[src/rtl/dmem_arb_pkg.sv]
// Shared types for the two-master data-memory arbiter.
package dmem_arb_pkg;

   typedef enum logic [1:0] {IDLE, ISSUE, RESP} arb_state_t;

   typedef logic master_id_t;

endpackage

[src/rtl/dmem_rr_pick.sv]
// Combinational two-way picker: round robin on contention, with a bounded
// burst extension for the last winner while it keeps asserting lock.
module dmem_rr_pick
   import dmem_arb_pkg::*;
#(
   parameter int MAX_BURST = 4,
   parameter int CW        = $clog2(MAX_BURST) + 1
) (
   input  logic [1:0]    req,
   input  logic [1:0]    lock,
   input  master_id_t    last,
   input  logic [CW-1:0] burst_cnt,
   output master_id_t    winner,
   output logic          any,
   output logic          extend
);

   always_comb begin
      any    = |req;
      // The last winner may keep the bus only while its run is below the cap
      extend = req[last] && lock[last] && (32'(burst_cnt) < MAX_BURST - 1);
      if (&req) begin
         winner = extend ? last : ~last;
      end else begin
         winner = req[1];
      end
   end

endmodule

[src/rtl/dmem_arbiter.sv]
// Two-master arbiter for the shared data RAM / MMIO port: grant in IDLE,
// memory access in ISSUE, completion pulse with captured read data in RESP.
module dmem_arbiter
   import dmem_arb_pkg::*;
#(
   parameter int AW        = 32,
   parameter int DW        = 32,
   parameter int MAX_BURST = 4
) (
   input  logic          clk,
   input  logic          reset,
   input  logic          m0_req,
   input  logic          m0_lock,
   input  logic          m0_we,
   input  logic [AW-1:0] m0_addr,
   input  logic [DW-1:0] m0_wdata,
   output logic          m0_gnt,
   output logic          m0_done,
   output logic [DW-1:0] m0_rdata,
   input  logic          m1_req,
   input  logic          m1_lock,
   input  logic          m1_we,
   input  logic [AW-1:0] m1_addr,
   input  logic [DW-1:0] m1_wdata,
   output logic          m1_gnt,
   output logic          m1_done,
   output logic [DW-1:0] m1_rdata,
   output logic          mem_we,
   output logic [AW-1:0] mem_addr,
   output logic [DW-1:0] mem_wdata,
   input  logic [DW-1:0] mem_rdata
);

   localparam int CW = $clog2(MAX_BURST) + 1;

   arb_state_t    state_q,     state_d;
   master_id_t    cmd_id_q,    cmd_id_d;
   logic          cmd_we_q,    cmd_we_d;
   logic [AW-1:0] cmd_addr_q,  cmd_addr_d;
   logic [DW-1:0] cmd_wdata_q, cmd_wdata_d;
   logic [DW-1:0] rdata_q,     rdata_d;
   master_id_t    last_q,      last_d;
   logic [CW-1:0] burst_cnt_q, burst_cnt_d;

   master_id_t winner;
   logic       any;
   logic       extend;

   dmem_rr_pick #(
      .MAX_BURST (MAX_BURST),
      .CW        (CW)
   ) u_pick (
      .req       ({m1_req, m0_req}),
      .lock      ({m1_lock, m0_lock}),
      .last      (last_q),
      .burst_cnt (burst_cnt_q),
      .winner    (winner),
      .any       (any),
      .extend    (extend)
   );

   always_comb begin
      state_d     = state_q;
      cmd_id_d    = cmd_id_q;
      cmd_we_d    = cmd_we_q;
      cmd_addr_d  = cmd_addr_q;
      cmd_wdata_d = cmd_wdata_q;
      rdata_d     = rdata_q;
      last_d      = last_q;
      burst_cnt_d = burst_cnt_q;
      m0_gnt      = 1'b0;
      m1_gnt      = 1'b0;
      m0_done     = 1'b0;
      m1_done     = 1'b0;
      m0_rdata    = '0;
      m1_rdata    = '0;
      mem_we      = 1'b0;

      case (state_q)
         IDLE: begin
            if (any) begin
               state_d     = ISSUE;
               cmd_id_d    = winner;
               cmd_we_d    = winner ? m1_we    : m0_we;
               cmd_addr_d  = winner ? m1_addr  : m0_addr;
               cmd_wdata_d = winner ? m1_wdata : m0_wdata;
               last_d      = winner;
               burst_cnt_d = extend ? burst_cnt_q + CW'(1) : '0;
               m0_gnt      = ~winner;
               m1_gnt      = winner;
            end
         end
         ISSUE: begin
            // Write strobe exists only here, so reset drops it asynchronously
            mem_we  = cmd_we_q;
            rdata_d = mem_rdata;
            state_d = RESP;
         end
         RESP: begin
            m0_done  = ~cmd_id_q;
            m1_done  = cmd_id_q;
            m0_rdata = cmd_id_q ? '0 : rdata_q;
            m1_rdata = cmd_id_q ? rdata_q : '0;
            state_d  = IDLE;
         end
         default: state_d = IDLE;
      endcase
   end

   assign mem_addr  = cmd_addr_q;
   assign mem_wdata = cmd_wdata_q;

   always_ff @(posedge clk or negedge reset) begin
      if (!reset) begin
         state_q     <= IDLE;
         cmd_id_q    <= 1'b0;
         cmd_we_q    <= 1'b0;
         cmd_addr_q  <= '0;
         cmd_wdata_q <= '0;
         rdata_q     <= '0;
         last_q      <= 1'b1;
         burst_cnt_q <= '0;
      end else begin
         state_q     <= state_d;
         cmd_id_q    <= cmd_id_d;
         cmd_we_q    <= cmd_we_d;
         cmd_addr_q  <= cmd_addr_d;
         cmd_wdata_q <= cmd_wdata_d;
         rdata_q     <= rdata_d;
         last_q      <= last_d;
         burst_cnt_q <= burst_cnt_d;
      end
   end

endmodule

[config.mk]
export PLATFORM = sky130hd
export DESIGN_NAME = dmem_arbiter
export DESIGN_NICKNAME = d
export VERILOG_FILES = /design/src/rtl/dmem_arb_pkg.sv /design/src/rtl/dmem_rr_pick.sv /design/src/rtl/dmem_arbiter.sv
export SDC_FILE = /design/constraint.sdc
export NUM_CORES = 1
export LEC_CHECK = 0
export ABC_AREA = 1
export ABC_CLOCK_PERIOD_IN_PS = 2400
export CAP_MARGIN = 15
export CORE_ASPECT_RATIO = 0.75
export CORE_UTILIZATION = 39
export DETAILED_ROUTE_END_ITERATION = 7
export PLACE_DENSITY_LB_ADDON = 0.05
export SLEW_MARGIN = 10
export SYNTH_ARGS = -nofsm -noshare
export SYNTH_HDL_FRONTEND = slang
export SYNTH_HIERARCHICAL = 1
export SYNTH_SLANG_ARGS = --single-unit
[constraint.sdc]
create_clock -name clk -period 2.4 [get_ports clk]
set_input_delay 0.48 -clock clk [delete_from_list [all_inputs] [get_ports clk]]
set_output_delay 0.48 -clock clk [all_outputs]
set_load 0.01 [all_outputs]
After elaboration in Yosys (flattened, before gate mapping) --
Cells that the tools add are included.
Word-level totals: bits in registers 104, input port bits 168, output and inout bits 133, word-level logic and storage cells 46
Cells by class: add/subtract/negate cells 1, magnitude comparators 2, equality and inequality tests 3, multiplexer cells 23, bitwise logic cells 3, reduce and logical (&&, ||, !) cells 6
Operator list (count):
- 2-to-1 mux 32 bit | 6
- 2-to-1 mux 1 bit | 14
- one-hot mux 2 bit (2 select lines) | 1
- AND reduction 2 bit | 2
- adder 3 x 1 -> 3 bit, second input constant | 1
- < comparator 3 x 2 -> 1 bit, second input constant | 1
- 2-to-1 mux 3 bit | 1
- NOT 1 bit | 3
- equality test 2 x 1 -> 1 bit, second input constant | 1
- equality test 2 bit, second input constant | 1
- logical AND 1 bit | 2
- zero test 2 bit | 1
- < comparator 1 x 2 -> 1 bit, second input constant | 1
- 2-to-1 mux 2 bit | 1
- != test 2 bit, second input constant | 1
- OR reduction 2 bit | 1

Depth between registers and ports, before layout --
Gate-level depths: netlist of the first run.
word-level depth 9, mapped depth 14, gate-level depth less buffers 12

Hierarchy --
Netlist of the first run, hierarchy kept.
By module, submodules not included:
- dmem_arbiter | instances 1, cells each 731, area an instance 5113.7 µm², seq. area each 2603.7 µm²
- dmem_rr_pick | instances 1, cells each 19, area an instance 97.6 µm², seq. area each 0.0 µm²

Worst setup path after synthesis of the first run --
No wires, ideal clock.
path type reg2out, from reg last_q, to out m1_gnt, arrival 1.585 ns, required time 1.920 ns, setup slack 0.335 ns, stages on the path, launching flop included 11, path buffers 2, cell sequence dfstp_2 > nand2_1 > nand2_1 > nand3_2 > nand2_1 > inv_1 > nor2_1 > inv_2 > buf_4 > buf_2 > nor2_1
On the way: word-level cells in the longest chain between the ends 8, elaborated cells between the ends (all ways) 11, classes of those cells 8 x mux; 1 x bitwise; 2 x reduce/logical
RTL lines:
- start, declared | RTL line dmem_arbiter.sv:42 | master_id_t last_q, last_d;
- start signal, assigned | RTL line dmem_arbiter.sv:130 | last_q <= last_d;
- 2-to-1 mux 1 bit (not written as such) (2 in a row) | RTL line dmem_rr_pick.sv:21 | extend = req[last] && lock[last] && (32'(burst_cnt) < MAX_BURST - 1);
- logical AND 1 bit (2 in a row) | RTL line dmem_rr_pick.sv:21
- 2-to-1 mux 1 bit (*) | RTL line dmem_rr_pick.sv:23 | winner = extend ? last : ~last;
- 2-to-1 mux 1 bit (*) | RTL line dmem_rr_pick.sv:22 | if (&req) begin
- net winner | RTL line dmem_arbiter.sv:45 | master_id_t winner;
- 2-to-1 mux 1 bit (*) | RTL line dmem_arbiter.sv:81 | if (any) begin
- 2-to-1 mux 1 bit (*) | RTL line dmem_arbiter.sv:79 | case (state_q)
- end, declared | RTL line dmem_arbiter.sv:25 | output logic m1_gnt,
Mark *: on every way through the listed nets, which the timed path passes. The rest lies on a longest branch. The select of a mux whose other input is x is not followed.

Worst setup path in the final report of the first run --
from reg state_q[0], to out m1_rdata[13]
On the way: word-level cells in the longest chain between the ends 2
RTL lines:
- start, declared | RTL line dmem_arbiter.sv:36 | arb_state_t state_q, state_d;
- start signal, assigned | RTL line dmem_arbiter.sv:124 | state_q <= state_d;
- equality test 2 bit | RTL line dmem_arbiter.sv:79
- 2-to-1 mux 32 bit | RTL line dmem_arbiter.sv:79
- end, declared | RTL line dmem_arbiter.sv:27 | output logic [DW-1:0] m1_rdata,
No other way between the ends.

==> results of run 1 <==
==> kinds of logic after synthesis <==
kind of cell,count (synthesis),synth area share
simple gates,518,0.377
flops,104,0.500
buf+inv,89,0.0824
compound gates,38,0.0387
fa+ha+maj,1,0.00240
==> through the flow <==
stage	cells	TNS [ns]
finish	1215	0
global route	1215	-0.866
CTS	1215	0
detailed placement	1198	-3.44
global placement	1198	-2.06
floorplan	750	0
==> worst register-to-register path: stages (launching register included) <==
cell     delay (ns)
dfstp_2        0.57
inv_1          0.06
nand2_1        0.09
nand2_2        0.07
nand3_2        0.07
nand2_1        0.05
inv_1          0.09
nor2_4         0.07
inv_2          0.05
buf_4          0.55
nand2_1        0.13
nand2_1        0.11
nand2_1        0.06
nand2_1        0.06
==> worst max-delay path by stage <==
stage,slack [ns],to
after floorplan,0.33,m1_gnt
after global placement,-0.29,m1_gnt
after detailed placement,-0.30,m1_gnt
after CTS,0.003,m1_gnt
after global routing,-0.07,m1_rdata[2]
final,0.03,m1_rdata[13]
==> layout make-up <==
type | instances | area, µm² | area share
timing repair buffer | 320 | 3280 | 0.372
multi-input combinational | 557 | 2190 | 0.248
tap | 171 | 214 | 0.0243
sequential | 104 | 2600 | 0.295
inverter | 47 | 176 | 0.0200
clock buffer | 12 | 256 | 0.0291
clock inverter | 4 | 98.8 | 0.0112
==> Yosys cell counts <==
cell type	count	area [µm²]
a21oi_4	1	16.3
buf_2	22	110
buf_4	6	45.0
buf_6	6	67.6
clkbuf_1	8	30.0
dfrtp_1	103	2580
dfstp_2	1	26.3
ha_1	1	12.5
inv_1	44	165
inv_2	3	11.3
nand2_1	442	1660
nand2_2	2	12.5
nand3_1	1	5.00
nand3_2	1	10.0
nand4_1	1	6.26
nor2_1	69	259
nor2_2	1	6.26
o21ai_0	37	185
or2_1	1	6.26
==> layer usage <==
| layer | track usage | vias to the layer above | part of all wire |
|---|---|---|---|
| met5 | 0 | - | 0 |
| met4 | 0.0605 | 0 | 0.014 |
| met3 | 0.0694 | 15 | 0.077 |
| met2 | 0.413 | 174 | 0.49 |
| met1 | 0.281 | 2418 | 0.42 |
| li1 | - | 2797 | - |
==> power breakdown <==
group | total, W | leakage [nW] | internal, W | switching (W)
logic | 0.00475 | 3.32 | 0.00220 | 0.00255
clock network | 0.00173 | 0.173 | 0.00108 | 0.000644
registers | 0.00300 | 1.29 | 0.00260 | 0.000402
total | 0.00947 | 4.79 | 0.00588 | 0.00359
==> flip-flops by register name, indices dropped and copies added (netlist names) <==
signal / cells
rdata_q: 32
mem_wdata: 32
mem_addr: 32
state_q: 2
last_q: 1
cmd_we_q: 1
burst_cnt_q: 3
cmd_id_q: 1
==> what timing repair did <==
item | 4_1_cts | 5_1_grt
setup buffers | 1 | 0
hold endpoints to repair | 0 | 0
pin swaps | 2 | 1
resized for setup | 9 | 26
setup endpoints to repair | 33 | 44
==> flow_summary.toml, run 1 <==
[drt]
wl_mm = 16.0
vias = 5404
ant_nets = 0
drc = 0
vias_per_cell = 4.45
dr.pass1.iters = 5
post_drt_wl_per_cell_um = 13.2
drt_iter0_markers = 154

[critical_path]
worstSetupPathDepth = 5
crit_fanout = 27
endpoint_kind = "output port"
start_kind = "flip-flop"
cp_top_family = "buffers and inverters"
reg2reg_to = "mem_addr[27]"
crit_arrival_ns = 1.89
crit_start = "state_q[0]"
cp_slowest_cell = "clkdlybuf4s50_1"
crit_chain = "nor2_2, nand2_2, buf_12, nor2_1, clkdlybuf4s50_1"
path_class = "reg2out"
ff2ff_setup_slack_ns = 0.30
r2r_start = "last_q"
cp_num_buf_inv = 2
r2r_cells = 13
critPathMaxStageDelay_ns = 0.54
worstPathRequired_ns = 1.92

[clocking]
cts_buffers = 9
cts_hold_buf = 0
cts_root_buffer = "clkbuf_16"
clk_pin_slew_ns = 0.07
clock-sinks = 104
clock_path_buffers = 2
insertion_delay_ns = 0.34
htree_levels = 3
cts_tree = "built"

[final_layout]
final_cell_mix = "nand2_1 (441), clkdlybuf4s50_1 (272), dfrtp_1 (103)"
fin_util = 0.678
drive_gt1_frac = 0.0479
fin_nets = 1208
fillers = 1196
final_common_cell = "nand2_1"
antennaDiodeCount = 0
syn2layout_area_growth_pct = 69.3
final_area_um2 = 8820

[placed_design]
hpwlAfterDp_mm = 12.0
port-buffer-count = 300
gp_congestion = 0.794
dpl-instance-area_um2 = 8400
pre_cts_slack_ns = -0.302

[pwr]
finalPower_w = 0.00947
ir_drop_mv = 0.621
leakage_nw = 4.79
power.density_nw_per_um2 = 1070

[die]
core_um2 = 13000
start_util = 0.400
die-height_um = 102
fp-row-count = 36
pin_count = 301
die_area_um2 = 13800
die_x_um = 135

[timing]
setup_slack_ns = 0.0276
rsz0062_at_grt = "yes"
fin_hold_ws_ns = 0.145
final_hold_viol_count = 0
worstMarginPinSlew_ns = 0.692
finalCritPeriodShare = 0.988
drv_slew = 0
setup_violations = 0
fmax_mhz = 422
relSlewSlack = 0.538
finalCriticalPeriod_ns = 2.37
clock_skew_ns = 0.00635

[job]
cap_violations = 0

[synthesis]
ys_ff_latch = 104
syn_area_um2 = 5210
avgSynthCellArea_um2 = 6.95
synth_nets = 919
yosys_warnings = 6
ys_seq_area_frac = 0.500
syn_inst = 750
synth.distinct_cells = 19

[global_route]
gr-usage-all-layers = 0.234
grt_max_degree = 68
antenna_found_initial = 0
grt_pass1_wl_mm = 24.9
grt.overflow.total = 0
grt_pass1_vias = 5014

[outcome]
status = "finished clean"

[hold_path]
min_path_type = "in2async"
Power figures use the tool's default switching activity.
==> run 2, diff against run 1 <==
==> constraint.sdc (replaced) <==
create_clock -name clk -period 2.4 [get_ports clk]
set_input_delay 0.36 -clock clk [delete_from_list [all_inputs] [get_ports clk]]
set_output_delay 0.36 -clock clk [all_outputs]
set_load 0.01 [all_outputs]
==> run 2 against run 1 <==
The run now ends with hold timing left. Worst setup slack improved by 0.11 ns. Count of clock-buffer cells in the layout did not move. Routed wire length decreased by 2.2%. Via count decreased by 1.4%. Utilization fell by 1.2 points. Critical path type unchanged. Critical endpoint is now m0_rdata[24]. Largest power group unchanged. Highest routed layer unchanged.
==> flow_summary.toml, run 2 (same netlist as run 1, synthesis figures left out) <==
[die]
start_util = 0.400
pin_count = 301
die_x_um = 135
die-height_um = 102
core_um2 = 13000
die_area_um2 = 13800
fp-row-count = 36

[pwr]
combPwrFrac = 0.504
leakage_nw = 4.31
switching_share = 0.383
pwr-share-seq = 0.326
p_clk_frac = 0.171
power.density_nw_per_um2 = 1060
switching_power_w = 0.00352
p_int_w = 0.00569
ir_drop_mv = 0.567

[global_route]
grt_max_degree = 68
gr-usage-all-layers = 0.228
antenna_found_initial = 0
grt_pass1_wl_mm = 24.5
grt.overflow.total = 0
grt_pass1_vias = 4953

[hold_path]
min_path_type = "in2async"

[clocking]
htree_levels = 3
clk_pin_slew_ns = 0.07
cts_buffers = 9
cts_tree = "built"
clock-sinks = 104
clock_path_buffers = 2
cts_hold_buf = 0
cts_root_buffer = "clkbuf_16"
insertion_delay_ns = 0.34

[drt]
dr.pass1.iters = 4
post_drt_wl_per_cell_um = 12.9
drt_iter0_markers = 189
drc = 0
vias = 5327
wl_mm = 15.7
ant_nets = 0
vias_per_cell = 4.39

[timing]
fmax_mhz = 442
drv_slew = 0
fin_hold_ws_ns = -0.00862
setup_slack_ns = 0.139
clock_skew_ns = 0.00692
relSlewSlack = 0.528
rsz0062_at_grt = "no"
finalCritPeriodShare = 0.942
final_hold_viol_count = 4
finalCriticalPeriod_ns = 2.26
tns_ns = 0
worstMarginPinSlew_ns = 0.708
setup_violations = 0

[final_layout]
drive_gt1_frac = 0.0422
final_common_cell = "nand2_1"
syn2layout_area_growth_pct = 66.4
final_cell_mix = "nand2_1 (442), clkdlybuf4s50_1 (297), dfrtp_1 (103)"
instances_no_fill = 1213
antennaDiodeCount = 0
fin_nets = 1206

[job]
cap_violations = 0

[critical_path]
crit_fanout = 33
start_kind = "flip-flop"
crit_arrival_ns = 1.90
endpoint_kind = "output port"
path_class = "reg2out"
worstPathRequired_ns = 2.04

[placed_design]
pre_cts_slack_ns = -0.105
port-buffer-count = 300
hpwlAfterDp_mm = 11.7
gp_congestion = 0.808
dp_cells = 1196

[outcome]
violations = "hold timing"
status = "finished with violations"
## run 2: layout make-up
type / instances / area [µm²]
Fill cell: 1199 / 4350
Clock buffer: 12 / 246
Sequential cell: 104 / 2600
Clock inverter: 4 / 76.3
Inverter: 47 / 176
Tap cell: 171 / 214
Multi-Input combinational cell: 557 / 2190
Timing Repair Buffer: 318 / 3170
## run 2: repair_timing
action	in CTS	in global routing
gates cloned	0	0
resized for setup	2	2
endpoints found under the hold margin	0	0
setup endpoints to repair	2	1
buffers inserted	1	0
pin swaps	1	0
## run 2: worst max-delay path, stage by stage (launching register included)
cell and delay (ns):
dfrtp_1 0.40, nor2_1 0.15, nand2_1 0.06, buf_4 0.24
nor2_1 0.12, clkdlybuf4s50_1 0.57
## run 2: worst paths after layout
path,cells past startpoint,end,startpoint,slack (ns)
setup / recovery,5,m0_rdata[24],state_q[0],0.14
hold / removal,1,mem_addr[10],reset,-0.009
min in group clk,2,mem_wdata[13],mem_wdata[13],0.48
setup reg to reg,13,mem_wdata[3],last_q,0.23
max in group asynchronous,2,rdata_q[0],reset,1.81
hold reg to reg,2,mem_wdata[13],mem_wdata[13],0.48
## run 2: power groups by stage
stage / combinational, W / sequential, W / clock [W]
floorplan: 0.00223 / 0.00321 / 0
CTS: 0.00471 / 0.00301 / 0.00162
finish: 0.00464 / 0.00300 / 0.00157
detailed placement: 0.00471 / 0.00301 / 0
global route: 0.00521 / 0.00310 / 0.00167
global placement: 0.00465 / 0.00301 / 0
## run 2: per-stage QoR
stage                     power [W]  utilization  area, µm²
after global routing        0.00998        0.666       8670
after global placement      0.00767        0.641       8350
after floorplan             0.00544            -       5210
final                       0.00921        0.666       8670
after CTS                   0.00933        0.666       8670
after detailed placement    0.00772        0.641       8350
## run 2: routing by layer
metal	vias to the layer above	wire length (µm)	global-route usage
met5	-	0	0
met1	2334	6580	0.275
li1	2792	-	-
met3	17	1330	0.0734
met4	0	265	0.0674
met2	184	7510	0.391
